$ cat config.mk
export PLATFORM = sky130hd
export DESIGN_NAME = adder_exhaustive_eval
export DESIGN_NICKNAME = d
export VERILOG_FILES = /design/src/rtl/adder_exhaustive_eval.sv
export SDC_FILE = /design/constraint.sdc
export NUM_CORES = 1
export LEC_CHECK = 0
export ABC_CLOCK_PERIOD_IN_PS = 5300
export BUFFER_PORTS_ARGS = -buffer_cell sky130_fd_sc_hd__buf_2
export CAP_MARGIN = 20
export CELL_PAD_IN_SITES_DETAIL_PLACEMENT = 0
export CELL_PAD_IN_SITES_GLOBAL_PLACEMENT = 1
export CORE_MARGIN = 1.5
export CORE_UTILIZATION = 45
export CTS_CLUSTER_SIZE = 12
export DETAILED_ROUTE_END_ITERATION = 8
export PLACE_DENSITY_LB_ADDON = 0.3
export SETUP_SLACK_MARGIN = 0.2
export SLEW_MARGIN = 20
export SYNTH_ARGS = -nofsm -noshare
export SYNTH_HDL_FRONTEND = slang
export SYNTH_SLANG_ARGS = --single-unit
$ cat constraint.sdc
create_clock -name clk -period 5.3 [get_ports clk]
set_input_delay 0.53 -clock clk [delete_from_list [all_inputs] [get_ports clk]]
set_output_delay 0.53 -clock clk [all_outputs]
set_load 0.005 [all_outputs]
$ cat src/rtl/adder_exhaustive_eval.sv
// adder_exhaustive_eval: exhaustive sweep harness around the 7-bit adder benchmark; counts result mismatches.
// Latency: 2^IN_W + PIPE_LAT + 1 cycles from the start pulse to done; err_count is final when done rises.
// Backpressure: none; one vector is issued per cycle and start is ignored while busy.
//
// Ports:
//   clk        rising-edge clock
//   rst_n      asynchronous active-low reset; aborts any sweep in progress
//   start      one-cycle pulse that begins a sweep (accepted in IDLE or DONE only)
//   vec_out    registered stimulus, vec_out[i] drives adder input pi{i}
//   dut_res    adder response, dut_res[j] = po{j}
//   busy       high in RUN and DRAIN
//   done       high in DONE until the next start
//   err_count  saturating count of mismatching vectors (the fitness figure)
// Optional: define ADDER_EVAL_FIRSTERR_EN to add first_err_vec / first_err_vld, which latch the
// index of the first failing vector of a sweep until the next start or reset.
`timescale 1ns/1ps
module adder_exhaustive_eval #(
   parameter int IN_W     = 15,
   parameter int OUT_W    = 8,
   parameter int PIPE_LAT = 0,
   parameter int CNT_W    = 16
) (
   input  logic             clk,
   input  logic             rst_n,
   input  logic             start,
   output logic [IN_W-1:0]  vec_out,
   input  logic [OUT_W-1:0] dut_res,
   output logic             busy,
   output logic             done,
   output logic [CNT_W-1:0] err_count
`ifdef ADDER_EVAL_FIRSTERR_EN
   ,
   output logic [IN_W-1:0]  first_err_vec,
   output logic             first_err_vld
`endif
);

   typedef enum logic [1:0] {IDLE, RUN, DRAIN, DONE} state_t;

   // DRAIN lasts PIPE_LAT+1 cycles: PIPE_LAT for the last response to emerge, one for the
   // registered compare, so the final count update coincides with entering DONE.
   localparam int DRN_W = $clog2(PIPE_LAT + 2);

   state_t           state_q, state_d;
   logic [IN_W-1:0]  vec_q, vec_d;
   logic [DRN_W-1:0] drain_q, drain_d;
   logic             start_acc;

   logic             cur_vld;
   logic [6:0]       gm_a, gm_b;
   logic [7:0]       gm_s;
   logic [OUT_W-1:0] exp_res;

   logic [OUT_W-1:0] exp_dly;
   logic             vld_dly;
   logic             mis_q;
   logic [CNT_W-1:0] err_q;

   // ---------------- sweep FSM ----------------
   always_ff @(posedge clk or negedge rst_n) begin
      if (!rst_n) begin
         state_q <= IDLE;
         vec_q   <= '0;
         drain_q <= '0;
      end else begin
         state_q <= state_d;
         vec_q   <= vec_d;
         drain_q <= drain_d;
      end
   end

   // vec_d defaults to 0, so the stimulus is 0 on entering RUN and wraps to 0 on leaving it.
   always_comb begin
      state_d   = state_q;
      vec_d     = '0;
      drain_d   = '0;
      start_acc = 1'b0;
      case (state_q)
         IDLE, DONE: begin
            if (start) begin
               state_d   = RUN;
               start_acc = 1'b1;
            end
         end
         RUN: begin
            if (vec_q == '1) state_d = DRAIN;
            else             vec_d   = vec_q + IN_W'(1);
         end
         DRAIN: begin
            if (drain_q == DRN_W'(PIPE_LAT)) state_d = DONE;
            else                             drain_d = drain_q + DRN_W'(1);
         end
         default: state_d = IDLE;
      endcase
   end

   assign vec_out   = vec_q;
   assign busy      = (state_q == RUN) || (state_q == DRAIN);
   assign done      = (state_q == DONE);
   assign cur_vld   = (state_q == RUN);

   // ---------------- golden model ----------------
   // Operand bits are taken MSB first from the stimulus; the benchmark's outputs are
   // bit-reversed relative to the sum (po0 = carry-out, po7 = LSB).
   always_comb begin
      gm_a = {vec_q[0], vec_q[1], vec_q[2], vec_q[3], vec_q[4], vec_q[5], vec_q[13]};
      gm_b = {vec_q[6], vec_q[7], vec_q[8], vec_q[9], vec_q[10], vec_q[11], vec_q[14]};
      gm_s = {1'b0, gm_a} + {1'b0, gm_b} + {7'd0, vec_q[12]};
      exp_res = '0;
      for (int j = 0; j < OUT_W; j++) begin
         exp_res[j] = gm_s[OUT_W-1-j];
      end
   end

   // ---------------- expected-value delay line ----------------
`ifdef ADDER_EVAL_FIRSTERR_EN
   logic [IN_W-1:0] idx_dly;
`endif

   generate
      if (PIPE_LAT == 0) begin : g_nodly
         assign exp_dly = exp_res;
         assign vld_dly = cur_vld;
`ifdef ADDER_EVAL_FIRSTERR_EN
         assign idx_dly = vec_q;
`endif
      end else begin : g_dly
         logic [OUT_W-1:0] exp_pipe_q [PIPE_LAT];
         logic             vld_pipe_q [PIPE_LAT];
`ifdef ADDER_EVAL_FIRSTERR_EN
         logic [IN_W-1:0]  idx_pipe_q [PIPE_LAT];
`endif
         always_ff @(posedge clk or negedge rst_n) begin
            if (!rst_n) begin
               for (int i = 0; i < PIPE_LAT; i++) begin
                  exp_pipe_q[i] <= '0;
                  vld_pipe_q[i] <= 1'b0;
`ifdef ADDER_EVAL_FIRSTERR_EN
                  idx_pipe_q[i] <= '0;
`endif
               end
            end else begin
               exp_pipe_q[0] <= exp_res;
               vld_pipe_q[0] <= cur_vld;
`ifdef ADDER_EVAL_FIRSTERR_EN
               idx_pipe_q[0] <= vec_q;
`endif
               for (int i = 1; i < PIPE_LAT; i++) begin
                  exp_pipe_q[i] <= exp_pipe_q[i-1];
                  vld_pipe_q[i] <= vld_pipe_q[i-1];
`ifdef ADDER_EVAL_FIRSTERR_EN
                  idx_pipe_q[i] <= idx_pipe_q[i-1];
`endif
               end
            end
         end
         assign exp_dly = exp_pipe_q[PIPE_LAT-1];
         assign vld_dly = vld_pipe_q[PIPE_LAT-1];
`ifdef ADDER_EVAL_FIRSTERR_EN
         assign idx_dly = idx_pipe_q[PIPE_LAT-1];
`endif
      end
   endgenerate

   // ---------------- registered compare and saturating count ----------------
   always_ff @(posedge clk or negedge rst_n) begin
      if (!rst_n) begin
         mis_q <= 1'b0;
         err_q <= '0;
      end else begin
         mis_q <= vld_dly && (dut_res != exp_dly);
         if (start_acc) begin
            err_q <= '0;
         end else if (mis_q && (err_q != '1)) begin
            err_q <= err_q + CNT_W'(1);
         end
      end
   end

   assign err_count = err_q;

`ifdef ADDER_EVAL_FIRSTERR_EN
   // The index travels one stage alongside the compare so it lines up with mis_q.
   logic [IN_W-1:0] mis_idx_q, ferr_vec_q;
   logic            ferr_vld_q;

   always_ff @(posedge clk or negedge rst_n) begin
      if (!rst_n) begin
         mis_idx_q  <= '0;
         ferr_vec_q <= '0;
         ferr_vld_q <= 1'b0;
      end else begin
         mis_idx_q <= idx_dly;
         if (start_acc) begin
            ferr_vec_q <= '0;
            ferr_vld_q <= 1'b0;
         end else if (mis_q && !ferr_vld_q) begin
            ferr_vec_q <= mis_idx_q;
            ferr_vld_q <= 1'b1;
         end
      end
   end

   assign first_err_vec = ferr_vec_q;
   assign first_err_vld = ferr_vld_q;
`endif

endmodule

[Word-level counts from Yosys, hierarchy flattened]
Cells that the tools add are included.
Operators by class
  add/sub/neg operators: 5
  eq/ne operators: 9
  muxes and demuxes: 12
  reductions and logical operators: 7
Operator list (count)
  $mux 16: 2
  $mux 15: 2
  $add 16x1->16 const B: 1
  $ne 16x16->1 const B: 1
  $add 15x1->15 const B: 1
  $eq 15x15->1 const B: 1
  $add 7x7->8: 1
  $add 8x1->8: 1
  $ne 8x8->1: 1
  $mux 2: 3
  $pmux 2 s3: 1
  $eq 2x2->1 const B: 2
  $mux 1: 4
  $ne 2x2->1 const B: 2
  $reduce_and 3->1: 1
  $eq 2x1->1 const B: 1
  $logic_and 1x1->1: 2
  $logic_not 2->1: 1
  $ne 2x1->1 const B: 1
  $reduce_bool 2->1: 1
  $reduce_or 2->1: 1
  $add 1x1->1 const B: 1
  $logic_or 1x1->1: 1
Storage, ports and cells
  bits in registers: 35
  bits of input ports: 11
  output and inout port bits: 33
  logic and storage cells: 38

[Longest topological paths before layout]
Gate-level depths: netlist (run 1).
  depth in word-level cells: 4
  depth in mapped cells: 8
  depth with buffers taken out: 8

[Worst setup path after synthesis (run 1)]
Ideal clock, no wire load.
  path type: register -> register
  start point: register vec_q[12] (netlist: vec_out[12])
  end point: register mis_q
  library setup time: 0.139 ns
  arrival: 1.799 ns
  required time: 5.161 ns
  setup slack: 3.362 ns
  cell stages (with the launch flop): 8
  path buffers: 0
  clock period less this slack: 1.938 ns
  cell sequence: dfrtp_1 -> fa_1 -> inv_1 -> fa_1 -> xor2_1 -> nand3_1 -> nor2_1 -> a41oi_1
On the way
  word-level cells in the longest chain between the ends: 3
Ends and longest elaborated chain
  start: declaration: line 45  | logic [IN_W-1:0] vec_q, vec_d;
  start signal: assignment: line 67  | vec_q <= vec_d;
  $add 8x1->8: line 108  | gm_s = {1'b0, gm_a} + {1'b0, gm_b} + {7'd0, vec_q[12]};
  $ne 8x8->1: line 171  | mis_q <= vld_dly && (dut_res != exp_dly);
  $logic_and 1x1->1: line 171
  end signal: assignment: line 171
  end: declaration: line 56  | logic mis_q;
Every way passes these cells.
A chain may end at the register's enable or synchronous reset.

[Final worst setup path (run 1)]
Ends and elaborated chain as after synthesis.

==> results of run 1 <==
[synthesized netlist by cell type (all sizes together) (2+ instances only)]
library cell,number,share of area
nor3,4,0.014
nor2,37,0.065
o31ai,2,0.0070
o21a,2,0.0070
clkbuf,2,0.0035
and4,3,0.015
dfrtp,34,0.40
o21ai,4,0.0093
and2,3,0.0088
a31oi,2,0.0058
xnor2,25,0.10
a211oi,7,0.025
nand2,12,0.021
nand3,9,0.023
a21o,2,0.0070
inv,10,0.018
xor2,14,0.057
a41oi,2,0.0082
nand4,6,0.025
a21oi,7,0.016
nand2b,2,0.0058
fa,2,0.019
ha,11,0.064
buf,4,0.014
nor4,2,0.016
[cell type report]
cell class | instances | area (µm²) | share of cell area
Multi-Input combinational cell | 169 | 1220 | 0.487
Sequential cell | 34 | 851 | 0.340
Timing Repair Buffer | 43 | 215 | 0.0861
Clock buffer | 6 | 82.6 | 0.0330
Tap cell | 52 | 65.1 | 0.0260
Inverter | 10 | 37.5 | 0.0150
Clock inverter | 1 | 30.0 | 0.0120
[registers in the layout (all words and copies together), names as in the netlist]
| name | flops |
|---|---|
| err_count | 16 |
| mis_q | 1 |
| state_q | 2 |
| vec_out | 15 |
[metal layers]
layer  global-route usage  share of wire  vias up
met4               0.0713          0.017        0
li1                     -              -      844
met3               0.0444          0.038        7
met5                    0              0        -
met1                0.241           0.45      797
met2                0.347           0.49       39
[cells by family after synthesis]
family          after synthesis
compound gates               33
xor+xnor                     39
fa+ha+maj                    13
buf+inv                      16
flops                        34
mux                           1
simple gates                 83
[critical path: cells and delay by family (launching register included)]
| kind | cells | cell delay, ns |
|---|---|---|
| XOR/XNOR | 1 | 0.17 |
| adder cells (fa/ha/maj) | 1 | 0.49 |
| flip-flops | 1 | 0.46 |
| AO/OA/AOI/OAI | 4 | 0.95 |
[power groups by stage]
stage	logic (µW)	registers, µW	clock network (µW)
after floorplan	156	316	0
after global placement	208	319	0
after detailed placement	214	322	0
after CTS	215	317	250
after global routing	246	322	260
final	211	317	244
[worst max-delay path by stage]
stage | start | slack (ns) | to | depth (start not counted)
global placement | vec_out[12]$_DFF_PN0_ | 3.13 | mis_q$_DFF_PN0_ | 6
global route | vec_out[12]$_DFF_PN0_ | 2.95 | mis_q$_DFF_PN0_ | 6
detailed placement | vec_out[12]$_DFF_PN0_ | 3.12 | mis_q$_DFF_PN0_ | 6
finish | vec_out[12]$_DFF_PN0_ | 3.11 | mis_q$_DFF_PN0_ | 6
CTS | vec_out[12]$_DFF_PN0_ | 3.10 | mis_q$_DFF_PN0_ | 6
floorplan | vec_out[12]$_DFF_PN0_ | 3.36 | mis_q$_DFF_PN0_ | 7
[through the flow]
step / hold slack, ns / util
CTS: 0.347 / 0.559
finish: 0.312 / 0.559
global route: 0.382 / 0.559
detailed placement: 0.555 / 0.534
floorplan: 0.234 / -
global placement: 0.520 / 0.534
==> key figures, run 1 <==
Synth
  • Syn_nets: 243
  • Syn Std Cell Area: 2140 µm²
  • Mux contribution to synthesized area: 0.00467
  • Cells after synthesis: 219
  • Synth Flop Type: dfrtp_1
  • Synth Warn #: 0
  • Post-synthesis simple-gate area fraction: 0.212
  • Synth Area per Inst: 9.79 µm²
  • Post-synthesis cell type count: 44
  • Async SR Flop Fraction: 1.00
  • Post-synthesis compound-gate area fraction: 0.109
  • Register bit total from synthesis: 34
  • Largest family of logic cells by synthesized area: simple AND/OR/NAND/NOR gates
  • Xor/xnor share of the synthesized area: 0.159
  • Adder-Cell Fraction of Synth Area: 0.0828
  • Post-synthesis sequential area ratio: 0.397
  • Post-synth EDFFs: 0

Die
  • Chip Height: 72.0 µm
  • Die width: 72.0 µm
  • I/O Pins: 44
  • Core Region: 4470 µm²
  • Initial cell density of the core: 0.479
  • Die ar.: 5190 µm²
  • Rows: 24

Cells and area
  • Commonest non-fill, non-tap cells in the layout: buf_2, nor2_1, dfrtp_1
  • Proportion of layout cells with a drive suffix above 1: 0.236
  • Design area: 2500 µm²
  • Post-Layout Cell Count: 315
  • Antenna cells: 0
  • Filler Cells Inserted: 411
  • Most common library cell in the layout ignoring fill and taps: buf_2
  • Final nets: 287
  • Area grow syn2layout: 16.6%

Place
  • Input/output buffers: 43
  • Pre-CTS worst setup slack: 3.12 ns
  • Final GP Congestion: 0.774
  • Dpl hpwl: 3410 µm
  • Cell Area, Placed: 2390 µm²
  • Placed insts: 308

Setup path
  • Reg2reg end: mis_q$_DFF_PN0_
  • Crit path DAT: 2.34 ns
  • CP Class: reg2reg
  • Internal reg-to-reg setup slack: 3.11 ns
  • Critical Path Sink Type: register
  • CP Max Fanout: 6
  • Slowest-stage cell, CP: fa_1
  • Startpoint Class: register
  • CP Cell Sequence: fa_1 > a211oi_1 > o21ai_0 > o31ai_1 > xor2_1 > a41oi_1
  • R2R Path Start: vec_out[12]$_DFF_PN0_
  • CP required: 5.45 ns
  • CP peak stage delay: 0.49 ns
  • Reg2Reg Depth: 6

Clock network
  • # resized after CTS: 0
  • CTS buffer count: 5
  • Clk buf depth: 2
  • CTS clk-pin slew, worst paths: 0.07 ns
  • CTS Sinks: 34
  • Worst-skew pair later-pin latency: 0.29 ns
  • TritonCTS clock tree: yes
  • Postcts setup bufs: 0
  • Hold-fix buffers, CTS: 0
  • H-tree depth: 2
  • Root Buffer: clkbuf_8

Detailed routing
  • Initial DRT Pass Iterations: 4
  • Initial DRC count: 66
  • Vias post-DR: 1,687
  • Vias per cell: 5.36
  • Drc violations: 0
  • ANT nets after route: 0
  • Routed WL per cell: 14.3 µm
  • Total Wirelength: 4520 µm

Global routing
  • Largest net degree at the start of global routing: 35
  • GRT Total Usage: 0.199
  • Initial antenna violation count: 0
  • First-pass GRT wire length: 7940 µm
  • Vias in the first global route: 1,706
  • GRT Residual Overflow: 0

Power and ir drop
  • Logic gate share of total power: 0.273
  • Pint: 520 µW
  • Total Power: 772 µW
  • Worst vdd ir: 0.173 mV
  • Sequential group share of total power: 0.411
  • Clock network power share: 0.316
  • Sw Ratio: 0.327
  • Psw: 253 µW
  • Power density over the cells: 309 nW/µm²
  • Leak: 0.00118 µW

STA
  • Slack of the critical path: 3.11 ns
  • Post-route minimum period: 2.19 ns
  • Final setup viols: 0
  • Slew HR: 0.485
  • Final Skew: 0.00638 ns
  • Fmax: 0.457 GHz
  • Hold Vio Cnt, Final: 0
  • Slew Limit Fails: 0
  • RSZ-0062 raised after global routing: false
  • Final Cycle Share: 0.413
  • Worst Tran Pin Value: 0.773 ns
  • TNS Setup: 0 ns

Outcome
  • Outcome: completed

Run
  • Max Cap Viol: 0

Hold path
  • Hold Crit Class: in2async
No activity file was read; power rests on OpenSTA's default activity.
==> inputs of run 2 (changes only) <==
Settings changed: ABC_CLOCK_PERIOD_IN_PS 5300 to 1850, CORE_UTILIZATION 45 to 38.
Clock period 5.3 ns to 1.85 ns, I/O delays scaled along.
==> run 2 against run 1 <==
  * The flow now finishes with violations (negative setup slack)
  * Via count up 4.8%
  * Clock power up 110%
  * Setup slack worse by 3.2 ns
==> key figures, run 2 (synthesized netlist as in run 1, its figures left out) <==
Place
  • Final GP Congestion: 0.859 (+11%)
  • Input/output buffers: 43 (unchanged)
  • Pre-CTS worst setup slack: -0.0858 ns (-3.21 ns)
  • Dpl hpwl: 3560 µm (+4.5%)
  • Placed insts: 348 (+13%)

Detailed routing
  • Drc violations: 0 (unchanged)
  • Routed wl met3: 126 µm (-26%)
  • Top Metal Used: met4
  • ANT nets after route: 0 (unchanged)
  • Vias post-DR: 1,768 (+4.8%)
  • Initial DRC count: 78 (+18%)
  • Met2 Routed Length: 2260 µm (+1.3%)
  • Post-Route M1 WL: 2330 µm (+14%)
  • Total Wirelength: 4740 µm (+4.8%)
  • Routed WL per cell: 13.0 µm (-9.3%)
  • Initial DRT Pass Iterations: 4 (unchanged)
  • Vias per cell: 4.86 (-9.3%)

Die
  • I/O Pins: 44 (unchanged)
  • Die ar.: 6100 µm² (+18%)
  • Rows: 27 (+13%)
  • Chip Height: 78.1 µm (+8.5%)
  • Die width: 78.1 µm (+8.5%)
  • Core Region: 5470 µm² (+22%)
  • Initial cell density of the core: 0.392 (-0.0874)

Cells and area
  • Antenna cells: 0 (unchanged)
  • Proportion of layout cells with a drive suffix above 1: 0.363 (+0.127)
  • Max reg flops: 16 (unchanged)
  • Commonest non-fill, non-tap cells in the layout: buf_2, nor2_1, dfrtp_1
  • Final nets: 315 (+9.8%)
  • Post-Layout Cell Count: 364 (+16%)
  • Area grow syn2layout: 30.4%
  • Filler Cells Inserted: 549 (+34%)
  • Most common library cell in the layout ignoring fill and taps: buf_2

Setup path
  • Startpoint Class: register
  • Critical Path Sink Type: register
  • CP required: 2.00 ns (-3.45 ns)
  • CP Max Fanout: 3 (-3)
  • CP Class: reg2reg
  • Crit path DAT: 2.09 ns (-0.25 ns)

Clock network
  • Root Buffer: clkbuf_8
  • CTS buffer count: 5 (unchanged)
  • H-tree depth: 2 (unchanged)
  • CTS Sinks: 34 (unchanged)
  • Clk buf depth: 2 (unchanged)
  • Worst-skew pair later-pin latency: 0.28 ns (about the same)
  • TritonCTS clock tree: yes
  • CTS clk-pin slew, worst paths: 0.07 ns (about the same)

STA
  • RSZ-0062 raised after global routing: true
  • Post-route minimum period: 1.94 ns (-0.249 ns)
  • Hold_ws: 0.246 ns (-0.0653 ns)
  • Final Skew: 0.00832 ns (+0.00194 ns)
  • Worst Tran Pin Value: 0.347 ns (-0.426 ns)
  • Fmax: 0.515 GHz (+13%)
  • Slew Limit Fails: 0 (unchanged)
  • TNS Setup: -0.0908 ns (-0.0908 ns)
  • Slack of the critical path: -0.0908 ns (-3.20 ns)
  • Final setup viols: 1 (+1)
  • Slew HR: 0.769 (+0.284)
  • Final Cycle Share: 1.05 (+0.636)
  • Hold Vio Cnt, Final: 0 (unchanged)

Global routing
  • GRT Total Usage: 0.167 (-0.0317)
  • Initial antenna violation count: 0 (unchanged)
  • GRT Residual Overflow: 0 (unchanged)
  • Vias in the first global route: 1,633 (-4.3%)
  • First-pass GRT wire length: 7970 µm (+0.43%)
  • Largest net degree at the start of global routing: 35 (unchanged)

Power and ir drop
  • Power density over the cells: 765 nW/µm² (+150%)
  • Worst vdd ir: 0.726 mV (+320%)
  • Leak: 0.00131 µW (+10%)

Hold path
  • Hold Crit Class: in2reg

Outcome
  • Outcome: complete, but fails checks
  • Violated checks: negative setup slack

Run
  • Max Cap Viol: 0 (unchanged)
run 2: per-stage QoR:
step,instance area [µm²],power [µW],util
6_report,2800,2140,0.511
4_1_cts,2690,2140,0.491
3_3_place_gp,2580,1580,0.472
3_5_place_dp,2580,1580,0.472
2_1_floorplan,2150,1350,-
5_1_grt,2800,2310,0.511
run 2: final timing paths:
check | end | depth (start not counted) | from | slack, ns
worst max-delay path | mis_q$_DFF_PN0_ | 7 | vec_out[12]$_DFF_PN0_ | -0.09
worst min-delay path | state_q[1]$_DFFE_PN0P_ | 3 | start | 0.25
worst max register to register | mis_q$_DFF_PN0_ | 7 | vec_out[12]$_DFF_PN0_ | -0.09
worst min register to register | vec_out[0]$_DFF_PN0_ | 1 | vec_out[0]$_DFF_PN0_ | 0.53
max in group asynchronous | vec_out[0]$_DFF_PN0_ | 3 | rst_n | 1.26
min in group asynchronous | err_count[4]$_DFFE_PN0P_ | 3 | rst_n | 0.39
run 2: critical path, stage by stage (launching register included):
cell	delay (ns)
dfrtp_2	0.42
fa_2	0.42
inv_2	0.07
fa_2	0.43
xor2_1	0.14
nand3_1	0.09
nor2_1	0.12
a41oi_1	0.12
run 2: repair_timing:
| item | CTS | global route |
|---|---|---|
| hold buffers | 1 | 0 |
| resized for setup | 5 | 15 |
| buffers inserted | 1 | 6 |
| setup endpoints to repair | 19 | 32 |
| pin swaps | 0 | 10 |
| endpoints found under the hold margin | 34 | 0 |
run 2: where the power goes:
group	switching (µW)	leakage (µW)	internal [µW]
clock network	256	0.0000395	267
registers	91.0	0.000456	820
logic	394	0.000811	311
run 2: cell type report:
cell class              count  area (µm²)  share of cell area
clock buffers               8        80.1              0.0286
repair buffers             71         444               0.159
flip-flops and latches     34         857               0.306
inverters                  10        37.5              0.0134
multi-input cells         169        1290               0.460
well taps                  72        90.1              0.0322
run 2: per-layer routing:
metal  track usage  vias up
li1              -      896
met1         0.232      846
met2         0.258       24
met3        0.0395        2
met4        0.0482        0
met5             0        -
==> inputs of run 3 (changes only) <==
Settings changed: CORE_MARGIN 1.5 to default, RECOVER_POWER from default to 25.
==> run 3 against run 2 <==
  * Register-to-register slack better by 0.02 ns
  * Clock skew up 0.0035 ns
  * Fmax up 0.82%
  * Highest routed layer unchanged
  * Worst hold slack worse by 0.0074 ns
  * Flip-flop and latch count unchanged
  * The flow still finishes with violations (negative setup slack)
  * Sequential share of layout area down 0.17 points
  * Setup slack better by 0.016 ns
  * Die area down 2.5%
  * Final area up 0.40%
  * Global-route usage up 0.24 points
==> key figures, run 3 (synthesized netlist as in run 1, its figures left out) <==
Clock network
  • H-tree depth: 2 (unchanged)
  • Root Buffer: clkbuf_8
  • Clk buf depth: 2 (unchanged)
  • CTS Sinks: 34 (unchanged)
  • CTS buffer count: 5 (unchanged)
  • CTS clk-pin slew, worst paths: 0.07 ns (about the same)
  • TritonCTS clock tree: yes
  • Worst-skew pair later-pin latency: 0.29 ns (about the same)

Setup path
  • Bufs and invs on worst path: 1 (unchanged)
  • CP required: 2.00 ns (about the same)
  • R2R Path Start: vec_out[12]$_DFF_PN0_
  • CP peak stage delay: 0.42 ns (about the same)
  • Reg2reg end: mis_q$_DFF_PN0_
  • CP Class: reg2reg
  • Cell mode on critical path: fa_2
  • CP Cell Sequence: fa_2 > inv_2 > fa_2 > xor2_1 > nand3_1 > nor2_1 > a41oi_1
  • Reg2Reg Depth: 7 (unchanged)
  • Critical Path Sink Type: register
  • CP Max Fanout: 3 (unchanged)
  • Startpoint Class: register
  • Top Family by Delay on Critical Path: adder cells
  • Slowest-stage cell, CP: dfrtp_2
  • Internal reg-to-reg setup slack: -0.08 ns (+0.02 ns)
  • WP depth: 7 (unchanged)
  • Crit path DAT: 2.07 ns (-0.02 ns)

Power and ir drop
  • Worst vdd ir: 0.661 mV (-9.0%)
  • Leak: 0.00131 µW (+0.60%)
  • Power density over the cells: 807 nW/µm² (+5.4%)
  • Total Power: 2260 µW (+5.8%)

Global routing
  • GRT Residual Overflow: 0 (unchanged)
  • Initial antenna violation count: 0 (unchanged)
  • First-pass GRT wire length: 7910 µm (-0.78%)
  • Largest net degree at the start of global routing: 20 (-43%)
  • GRT Total Usage: 0.169 (+0.00237)
  • Vias in the first global route: 1,594 (-2.4%)

STA
  • Slew HR: 0.407 (-0.362)
  • Slew Limit Fails: 0 (unchanged)
  • Final setup viols: 1 (unchanged)
  • RSZ-0062 raised after global routing: true
  • Slack of the critical path: -0.0751 ns (+0.0157 ns)
  • Post-route minimum period: 1.93 ns (-0.0157 ns)
  • Fmax: 0.519 GHz (+0.82%)
  • Final Skew: 0.0118 ns (+0.00351 ns)
  • Hold Vio Cnt, Final: 0 (unchanged)
  • Final Cycle Share: 1.04 (-0.00849)
  • Worst Tran Pin Value: 0.890 ns (+0.543 ns)
  • Hold_ws: 0.239 ns (-0.00742 ns)

Cells and area
  • Final nets: 317 (+0.63%)
  • Area grow syn2layout: 30.9%
  • Antenna cells: 0 (unchanged)
  • Proportion of layout cells with a drive suffix above 1: 0.364 (+0.000932)
  • Max reg flops: 16 (unchanged)
  • Commonest non-fill, non-tap cells in the layout: buf_2, nor2_1, dfrtp_1
  • Core Util, Final: 0.533 (+0.0218)
  • Most common library cell in the layout ignoring fill and taps: buf_2

Outcome
  • Violated checks: negative setup slack
  • Outcome: complete, but fails checks

Detailed routing
  • Initial DRT Pass Iterations: 7 (+3)
  • Routed WL per cell: 13.6 µm (+4.7%)
  • Vias per cell: 4.91 (+1.2%)
  • Drc violations: 0 (unchanged)
  • Total Wirelength: 4960 µm (+4.7%)
  • Vias post-DR: 1,789 (+1.2%)
  • ANT nets after route: 0 (unchanged)
  • Initial DRC count: 82 (+5.1%)

Hold path
  • Hold_sp: start
  • Hold Crit Class: in2reg
  • WHS Endpoint: state_q[1]$_DFFE_PN0P_
  • Worst hold stages: 3 (unchanged)

Die
  • Rows: 26 (-3.7%)
  • Initial cell density of the core: 0.407 (+0.0151)
  • Die width: 77.1 µm (-1.3%)
  • I/O Pins: 44 (unchanged)
  • Die ar.: 5950 µm² (-2.5%)
  • Chip Height: 77.1 µm (-1.3%)
  • Core Region: 5270 µm² (-3.7%)

Place
  • Input/output buffers: 43 (unchanged)
  • Final GP Congestion: 0.772 (-10%)
  • Dpl hpwl: 3680 µm (+3.5%)

Run
  • Max Cap Viol: 0 (unchanged)
-- run 3: worst min-delay path, stage by stage --
cell     delay [ns]
buf_2          0.09
a21oi_1        0.05
a21o_1         0.15
-- run 3: timing repair --
item                       4_1_cts  5_1_grt
hold buffers                     1        0
pin swaps                        1       13
setup endpoints to repair       17       23
hold endpoints to repair        15        0
cloned                           0        1
setup buffers                    1        4
gates resized for setup          5       14
-- run 3: layer usage --
metal | wire length (µm) | track usage | vias up
li1 | - | - | 901
met5 | 0 | 0 | -
met2 | 2210 | 0.244 | 40
met1 | 2540 | 0.247 | 839
met3 | 144 | 0.0333 | 9
met4 | 72 | 0.0642 | 0
-- run 3: worst max-delay path by stage --
stage,end,start
final,mis_q$_DFF_PN0_,vec_out[12]$_DFF_PN0_
after global routing,mis_q$_DFF_PN0_,vec_out[12]$_DFF_PN0_
after CTS,mis_q$_DFF_PN0_,vec_out[14]$_DFF_PN0_
after detailed placement,mis_q$_DFF_PN0_,vec_out[14]$_DFF_PN0_
after global placement,mis_q$_DFF_PN0_,vec_out[14]$_DFF_PN0_
after floorplan,mis_q$_DFF_PN0_,vec_out[14]$_DFF_PN0_
-- run 3: power by group --
| part | switching (µW) | total [µW] | internal (µW) |
|---|---|---|---|
| Sequential | 86.5 | 905 | 818 |
| Clock | 281 | 580 | 299 |
| Combinational | 418 | 780 | 362 |
| Total | 785 | 2260 | 1480 |
-- run 3: through the flow --
| step | worst slack, ns | std cells | cell area [µm²] | TNS, ns |
|---|---|---|---|---|
| final | -0.0751 | 364 | 2810 | -0.0751 |
| after detailed placement | -0.0941 | 349 | 2590 | -0.0941 |
| after CTS | -0.0811 | 359 | 2720 | -0.0811 |
| after global routing | -0.162 | 364 | 2810 | -0.162 |
| after global placement | -0.0458 | 349 | 2590 | -0.0458 |
| after floorplan | 0.00394 | 219 | 2150 | 0 |
-- run 3: final cells by class --
type	instances	area, µm²
fillers	514	2460
clock buffers	6	82.6
inverters	10	37.5
multi-input cells	169	1290
flip-flops and latches	34	856
repair buffers	73	443
clock inverters	2	12.5
well taps	70	87.6
